--- src/rtl/ddc_accum_seq.sv ---
// rtl/ddc_accum_seq.sv - per-channel I/Q integrate-and-dump with AXI-Stream channel sequencer
module ddc_accum_seq #(
    parameter int N_CH      = 4,
    parameter int IN_WIDTH  = 31,
    parameter int ACC_WIDTH = 48,
    parameter int LEN_WIDTH = 18,
    parameter int CNT_WIDTH = 16,
    localparam int CH_W     = (N_CH > 2) ? $clog2(N_CH) : 1
) (
    input  logic                         dev_clk,
    input  logic                         dev_rst,
    input  logic                         valid_in,
    input  logic [N_CH*2*IN_WIDTH-1:0]   data_in,
    input  logic [LEN_WIDTH-1:0]         length,
    output logic [2*ACC_WIDTH-1:0]       m_axis_tdata,
    output logic [CH_W-1:0]              m_axis_tuser,
    output logic                         m_axis_tlast,
    output logic                         m_axis_tvalid,
    input  logic                         m_axis_tready,
    output logic                         overrun,
    output logic [CNT_WIDTH-1:0]         drop_cnt
);

    typedef enum logic {IDLE, EMIT} state_t;

    state_t                       state;
    logic [LEN_WIDTH-1:0]         len_q;
    logic [LEN_WIDTH-1:0]         len_m1;
    logic [LEN_WIDTH-1:0]         smp_cnt;
    logic [CH_W-1:0]              ch_cnt;
    logic [CH_W-1:0]              ch_nxt;
    logic signed [ACC_WIDTH-1:0]  acc_i  [N_CH];
    logic signed [ACC_WIDTH-1:0]  acc_q  [N_CH];
    logic signed [ACC_WIDTH-1:0]  sum_i  [N_CH];
    logic signed [ACC_WIDTH-1:0]  sum_q  [N_CH];
    logic signed [ACC_WIDTH-1:0]  snap_i [N_CH];
    logic signed [ACC_WIDTH-1:0]  snap_q [N_CH];
    logic                         last_smp;
    logic                         frame_done;
    logic                         last_hs;
    logic                         accept;

    // Length 0 behaves as a one-sample frame.
    assign len_m1     = (len_q == '0) ? '0 : len_q - 1'b1;
    assign last_smp   = (smp_cnt == len_m1);
    assign frame_done = valid_in && last_smp;
    assign last_hs    = m_axis_tvalid && m_axis_tready && (ch_cnt == CH_W'(N_CH - 1));
    // A frame finishing on the final handshake is taken without a bubble.
    assign accept     = frame_done && ((state == IDLE) || last_hs);
    assign ch_nxt     = ch_cnt + 1'b1;
    assign m_axis_tuser = ch_cnt;

    // Running sums including the current sample, sign-extended to accumulator width.
    always_comb begin
        for (int c = 0; c < N_CH; c++) begin
            sum_i[c] = acc_i[c] + {{(ACC_WIDTH-IN_WIDTH){data_in[2*IN_WIDTH*c + IN_WIDTH-1]}},
                                   data_in[2*IN_WIDTH*c +: IN_WIDTH]};
            sum_q[c] = acc_q[c] + {{(ACC_WIDTH-IN_WIDTH){data_in[2*IN_WIDTH*c + 2*IN_WIDTH-1]}},
                                   data_in[2*IN_WIDTH*c + IN_WIDTH +: IN_WIDTH]};
        end
    end

    // Integrate per valid sample; dump and relatch the frame length at each frame boundary.
    always_ff @(posedge dev_clk) begin
        if (dev_rst) begin
            len_q   <= length;
            smp_cnt <= '0;
            for (int c = 0; c < N_CH; c++) begin
                acc_i[c] <= '0;
                acc_q[c] <= '0;
            end
        end else if (valid_in) begin
            if (last_smp) begin
                len_q   <= length;
                smp_cnt <= '0;
                for (int c = 0; c < N_CH; c++) begin
                    acc_i[c] <= '0;
                    acc_q[c] <= '0;
                end
            end else begin
                smp_cnt <= smp_cnt + 1'b1;
                for (int c = 0; c < N_CH; c++) begin
                    acc_i[c] <= sum_i[c];
                    acc_q[c] <= sum_q[c];
                end
            end
        end
    end

    // Snapshot/sequencer FSM with registered stream outputs and drop accounting.
    always_ff @(posedge dev_clk) begin
        if (dev_rst) begin
            state         <= IDLE;
            ch_cnt        <= '0;
            m_axis_tvalid <= 1'b0;
            m_axis_tlast  <= 1'b0;
            m_axis_tdata  <= '0;
            overrun       <= 1'b0;
            drop_cnt      <= '0;
            for (int c = 0; c < N_CH; c++) begin
                snap_i[c] <= '0;
                snap_q[c] <= '0;
            end
        end else begin
            if (accept) begin
                for (int c = 0; c < N_CH; c++) begin
                    snap_i[c] <= sum_i[c];
                    snap_q[c] <= sum_q[c];
                end
                state         <= EMIT;
                ch_cnt        <= '0;
                m_axis_tvalid <= 1'b1;
                m_axis_tlast  <= 1'b0;
                m_axis_tdata  <= {sum_q[0], sum_i[0]};
            end else if ((state == EMIT) && m_axis_tready) begin
                if (ch_cnt == CH_W'(N_CH - 1)) begin
                    state         <= IDLE;
                    ch_cnt        <= '0;
                    m_axis_tvalid <= 1'b0;
                    m_axis_tlast  <= 1'b0;
                end else begin
                    ch_cnt        <= ch_nxt;
                    m_axis_tlast  <= (ch_nxt == CH_W'(N_CH - 1));
                    m_axis_tdata  <= {snap_q[ch_nxt], snap_i[ch_nxt]};
                end
            end
            if (frame_done && !accept) begin
                overrun <= 1'b1;
                if (drop_cnt != '1) begin
                    drop_cnt <= drop_cnt + 1'b1;
                end
            end
        end
    end

endmodule
--- config.mk ---
export PLATFORM = sky130hd
export DESIGN_NAME = ddc_accum_seq
export DESIGN_NICKNAME = d
export VERILOG_FILES = /design/src/rtl/ddc_accum_seq.sv
export SDC_FILE = /design/constraint.sdc
export NUM_CORES = 2
export LEC_CHECK = 0
export BUFFER_PORTS_ARGS = -buffer_cell sky130_fd_sc_hd__buf_4
export CAP_MARGIN = 20
export CORE_ASPECT_RATIO = 0.8
export CORE_MARGIN = 1.5
export CORE_UTILIZATION = 30
export DETAILED_ROUTE_END_ITERATION = 7
export SYNTH_ARGS = -nofsm -noshare
export SYNTH_HDL_FRONTEND = slang
export SYNTH_SLANG_ARGS = --single-unit
--- constraint.sdc ---
create_clock -name dev_clk -period 15.4 [get_ports dev_clk]
set_input_delay 0.77 -clock dev_clk [delete_from_list [all_inputs] [get_ports dev_clk]]
set_output_delay 0.77 -clock dev_clk [all_outputs]
set_load 0.02 [all_outputs]
=== Yosys cells after proc, flatten, opt, wreduce, memory -nomap -nowiden ===
Memories as Yosys holds them, arrays and structs flattened.
Cells that the tools add are included.

* Flip-flop bits (word level): 153
* Memory bits (writable): 768
* Input bits: 270
* Memories: 4

{| class="wikitable"
|+ Memory list
! memory !! depth !! width !! rd ports !! clocked after Yosys merged registers in !! wr ports !! line !! text
|-
| acc_i || 4 || 48 || 4 || 0 || 4 || 32 || <nowiki>logic signed [ACC_WIDTH-1:0] acc_i [N_CH];</nowiki>
|-
| acc_q || 4 || 48 || 4 || 0 || 4 || 33 || <nowiki>logic signed [ACC_WIDTH-1:0] acc_q [N_CH];</nowiki>
|-
| snap_i || 4 || 48 || 1 || 0 || 4 || 36 || <nowiki>logic signed [ACC_WIDTH-1:0] snap_i [N_CH];</nowiki>
|-
| snap_q || 4 || 48 || 1 || 0 || 4 || 37 || <nowiki>logic signed [ACC_WIDTH-1:0] snap_q [N_CH];</nowiki>
|}

* $add $sub $neg: 12
* Equal/unequal tests: 5
* Multiplexer cells: 50
* Bitwise operators: 25
* Reductions and logical operators: 17

{| class="wikitable"
|+ Operators with widths
! kind !! count
|-
| 48-bit 2-to-1 mux || 24
|-
| 48-bit adder || 8
|-
| 96-bit 2-to-1 mux || 3
|-
| 18-bit 2-to-1 mux || 5
|-
| 1-bit bitwise OR || 24
|-
| 18-bit by 1-bit adder with 18-bit output, second input constant || 1
|-
| 18-bit == test || 1
|-
| 18-bit zero test || 1
|-
| 18-bit by 1-bit subtractor with 18-bit output, second input constant || 1
|-
| 1-bit 2-to-1 mux || 17
|-
| 16-bit by 1-bit adder with 16-bit output, second input constant || 1
|-
| 16-bit != test, second input constant || 1
|-
| 2-bit AND reduction || 4
|-
| 2-bit nonzero test || 4
|-
| 1-bit logical AND || 5
|-
| 2-bit == test, second input constant || 2
|-
| 2-bit by 1-bit adder with 2-bit output, second input constant || 1
|-
| 2-bit 2-to-1 mux || 1
|-
| 2-bit != test, second input constant || 1
|-
| 2-bit OR reduction || 1
|-
| 1-bit zero test || 1
|-
| 1-bit logical OR || 1
|-
| 1-bit NOT || 1
|}

=== Depth between registers and ports, before layout ===
* Depth in word-level cells: 9
* Gate-level depth with buffers: 17
* Gate-level depth less buffers: 14

=== Worst setup path after synthesis ===
OpenSTA, ideal clock, no wires.

* Kind: register -> register
* Start: register len_q[0]
* End: memory snap_i[0][0] (enable)
* Library setup time: 2.851 ns
* Data arrival time: 9.524 ns
* Required time: 12.549 ns
* Setup slack: 3.025 ns
* Cell stages (with the launch flop): 14
* Path buffers: 3
* Period minus slack after synthesis: 12.375 ns
* Path through: edfxtp_1 -> inv_1 -> ha_1 -> or4b_1 -> buf_2 -> or4_1 -> nor4b_1 -> nor3_1 -> o211ai_1 -> nor4_2 -> nand4_1 -> clkbuf_1 -> buf_2 -> nand2_1

{| class="wikitable"
|+ RTL lines
! element !! line !! text
|-
| from (decl) || 27 || <nowiki>logic [LEN_WIDTH-1:0] len_q;</nowiki>
|-
| from (signal assigned) || 66 || <nowiki>len_q <= length;</nowiki>
|-
| from (signal assigned) || 74 || <nowiki>len_q <= length;</nowiki>
|-
| to (decl) || 36 ||
|}

==> results.md <==
- Outcome: finished, final reports clean
- CP Launch Point: len_q[0]$_DFFE_PP_
- Post-synth EDFFs: 690
- Critical path capture point type: register
- Clock Tree Buf Depth: 3
- Routability cong.: 0.927
- Clk sink count: 921
- Die outline width: 487 um
- Setup bufs post-CTS: 0
- Max Cap Viol: 0
- DRT Wirelength: 185000 um
- Power Dens Cells: 119 nW/um^2
- Pin count of the biggest net entering global routing: 172
- Worst-Skew Late Latency: 0.76 ns
- DP HPWL: 137000 um
- WL per Instance: 21.8 um
- FF-to-FF Start: len_q[0]$_DFFE_PP_
- DRC: 0
- Via count: 45200
- F_max: 153 MHz
- Worst-path maximum fanout: 165
- DR pass1 iterations: 5
- Vias per inst: 5.30
- CTS tree: done
- Final net count: 6576
- Leak Pwr: 26.9 nW
- Data required time of the worst path: 15.72 ns
- First-pass GRT wire length: 274000 um
- Hold Buf Count CTS: 0
- # setup viols final: 0
- Antenna violations before repair: 29
- Mapped Cells: 5664
- Synth warnings: 0
- Type of the worst setup path: reg2reg
- Mapped cell area: 56200 um^2
- Setup TNS: 0 ns
- Crit start category: register
- CTS resizes: 0
- Hold Violations, Final: 0
- Die Y-Extent: 390 um
- Worst path cell trace: inv_1, ha_1, or4b_1, nor4_4, nand2_1, a211oi_1, o22ai_1, nor4_2, nand4_1, buf_12, nand2_4, buf_4
- Initial drt markers: 4178
- Synth unique cells: 92
- Port Buf Inserts: 386
- Avg Cell Area, Syn: 9.93 um^2
- Core area: 185000 um^2
- IO Count: 387
- Worst-path clk slew: 0.06 ns
- CP max-delay cell: buf_4
- Hold Path Class: in2reg
- Layout Area Growth over Synthesis: 16.3%
- Worst slew margin: 0.257
- Routed Antenna Nets: 0
- Fin. max-slew vios: 0
- Synth Net Count: 6323
- VDD IR-drop max: 0.0926 mV
- Final Cell Area: 65400 um^2
- Root buf cell: clkbuf_16
- R2R Setup Slk: 8.88 ns
- Number of global-route vias before repair: 42800
- Critical Path Max Stage Delay: 0.87 ns
- Asr flop ratio synth: 0
- Starting Density: 0.303
- Yosys reg bits: 921
- Cell Area, Placed: 61600 um^2
- Worst Max-Slew Pin Slew: 1.11 ns
- Worst Hold Launch: length[2]
- CP delay by family, top: simple AND/OR/NAND/NOR gates
- CP arrival: 6.84 ns
- Site Rows: 141
- Post-synthesis sequential area ratio: 0.451
- Die area: 190000 um^2
- Cts bufs inserted: 106
- Worst Path Buf+Inv: 3
- H-tree depth: 3
- Final worst path period need: 6.52 ns
- Share of layout cells above drive strength 1: 0.124
- Total gr overflow: 0
- Total GRT Usage: 0.189
- Ys flop type: edfxtp_1
- RSZ-0062 raised after global routing: no
- Crit share post-route: 0.424
- Clk_skew: 0.0790 ns
[worst reg2reg max path, cell delays in order, from the launching register on]
cell and delay [ns]:
edfxtp_1 0.47, inv_1 0.12, ha_1 0.25, or4b_1 0.66, nor4_4 0.60, nand2_1 0.42, a211oi_1 0.40, o22ai_1 0.15
nor4_2 0.41, nand4_1 0.38, buf_12 0.39, nand2_4 0.91, buf_4 0.89
[metrics by stage]
stage | worst slack, ns | power (mW) | util | hold slack, ns | std cells
detailed placement | 8.82 | 5.02 | 0.332 | 0.446 | 8310
CTS | 8.85 | 7.80 | 0.353 | 0.194 | 8511
finish | 8.88 | 7.78 | 0.353 | 0.252 | 8517
global placement | 8.88 | 5.01 | 0.332 | 0.438 | 8308
global route | 8.39 | 8.13 | 0.353 | 0.216 | 8515
floorplan | 3.03 | 4.37 | - | 0.429 | 5664
[cell type report]
type | count | area, um^2
clock inverter | 62 | 950
timing repair buffer | 423 | 3240
tap | 2502 | 3130
sequential | 921 | 25300
clock buffer | 139 | 2860
antenna | 5 | 12.5
multi-input combinational | 4338 | 29400
inverter | 127 | 484
fill | 18500 | 120000
[synth_stat cells (all sizes together) (56+ instances only)]
library cell / number / area [um^2]
a21oi: 429 / 2150
o21bai: 57 / 428
o21ai: 300 / 1510
xnor2: 232 / 2030
nor2: 951 / 3570
nand2: 329 / 1240
ha: 381 / 4770
dfxtp: 231 / 4620
clkbuf: 203 / 762
a21o: 269 / 2020
nor3: 109 / 556
buf: 75 / 377
a211oi: 91 / 683
nand2b: 56 / 350
inv: 127 / 477
nand4: 67 / 449
mux4: 96 / 2160
nand3: 108 / 546
a31oi: 69 / 432
edfxtp: 690 / 20700
xor2: 156 / 1370
and2: 91 / 569
[per-layer routing]
layer / global-route usage / part of all wire / vias up
li1: - / - / 21400
met1: 0.281 / 0.47 / 21800
met2: 0.272 / 0.41 / 1603
met3: 0.0386 / 0.084 / 263
met4: 0.0604 / 0.032 / 28
met5: 0 / 0.00083 / -
[state kept, by name (all words and copies together), names as in the netlist]
| name | cells |
|---|---|
| smp_cnt | 18 |
| len_q | 18 |
| acc_i | 192 |
| overrun | 1 |
| snap_i | 192 |
| acc_q | 192 |
| m_axis_tdata | 96 |
| m_axis_tlast | 1 |
| drop_cnt | 16 |
| m_axis_tuser | 2 |
| m_axis_tvalid | 1 |
| snap_q | 192 |
[power by group]
part | total, mW | internal [mW] | switching, mW | leakage, nW
logic | 2.08 | 0.742 | 1.34 | 15.9
registers | 2.94 | 2.86 | 0.0770 | 9.18
clock network | 2.76 | 1.62 | 1.13 | 1.82
total | 7.78 | 5.23 | 2.55 | 26.9
[cells by family after synthesis]
family | Yosys count | synth area share
buf+inv | 405 | 0.0287
fa+ha+maj | 389 | 0.0876
xor+xnor | 392 | 0.0620
simple gates | 1927 | 0.157
compound gates | 1525 | 0.174
mux | 105 | 0.0401
flops | 921 | 0.451
[final timing paths]
| check | end | cells past startpoint |
|---|---|---|
| hold / removal | len_q[2]$_DFFE_PP_ | 1 |
| hold reg to reg | overrun$_SDFFE_PP0P_ | 2 |
| setup reg to reg | snap_q[2][43]$_SDFFCE_PN0P_ | 12 |
| setup / recovery | snap_q[2][43]$_SDFFCE_PN0P_ | 12 |
[placed cells by master, fill, tap and decap left out, types with 123 or more instances in the layout]
master / Yosys / final
nor2_1: 951 / 948
a21o_1: 269 / 269
xnor2_1: 232 / 232
buf_4: 4 / 416
a21oi_1: 429 / 429
ha_1: 381 / 380
o21ai_0: 273 / 273
dfxtp_1: 231 / 230
nand2_1: 328 / 327
xor2_1: 156 / 156
edfxtp_1: 690 / 690
inv_1: 125 / 123
Power figures use the tool's default switching activity.
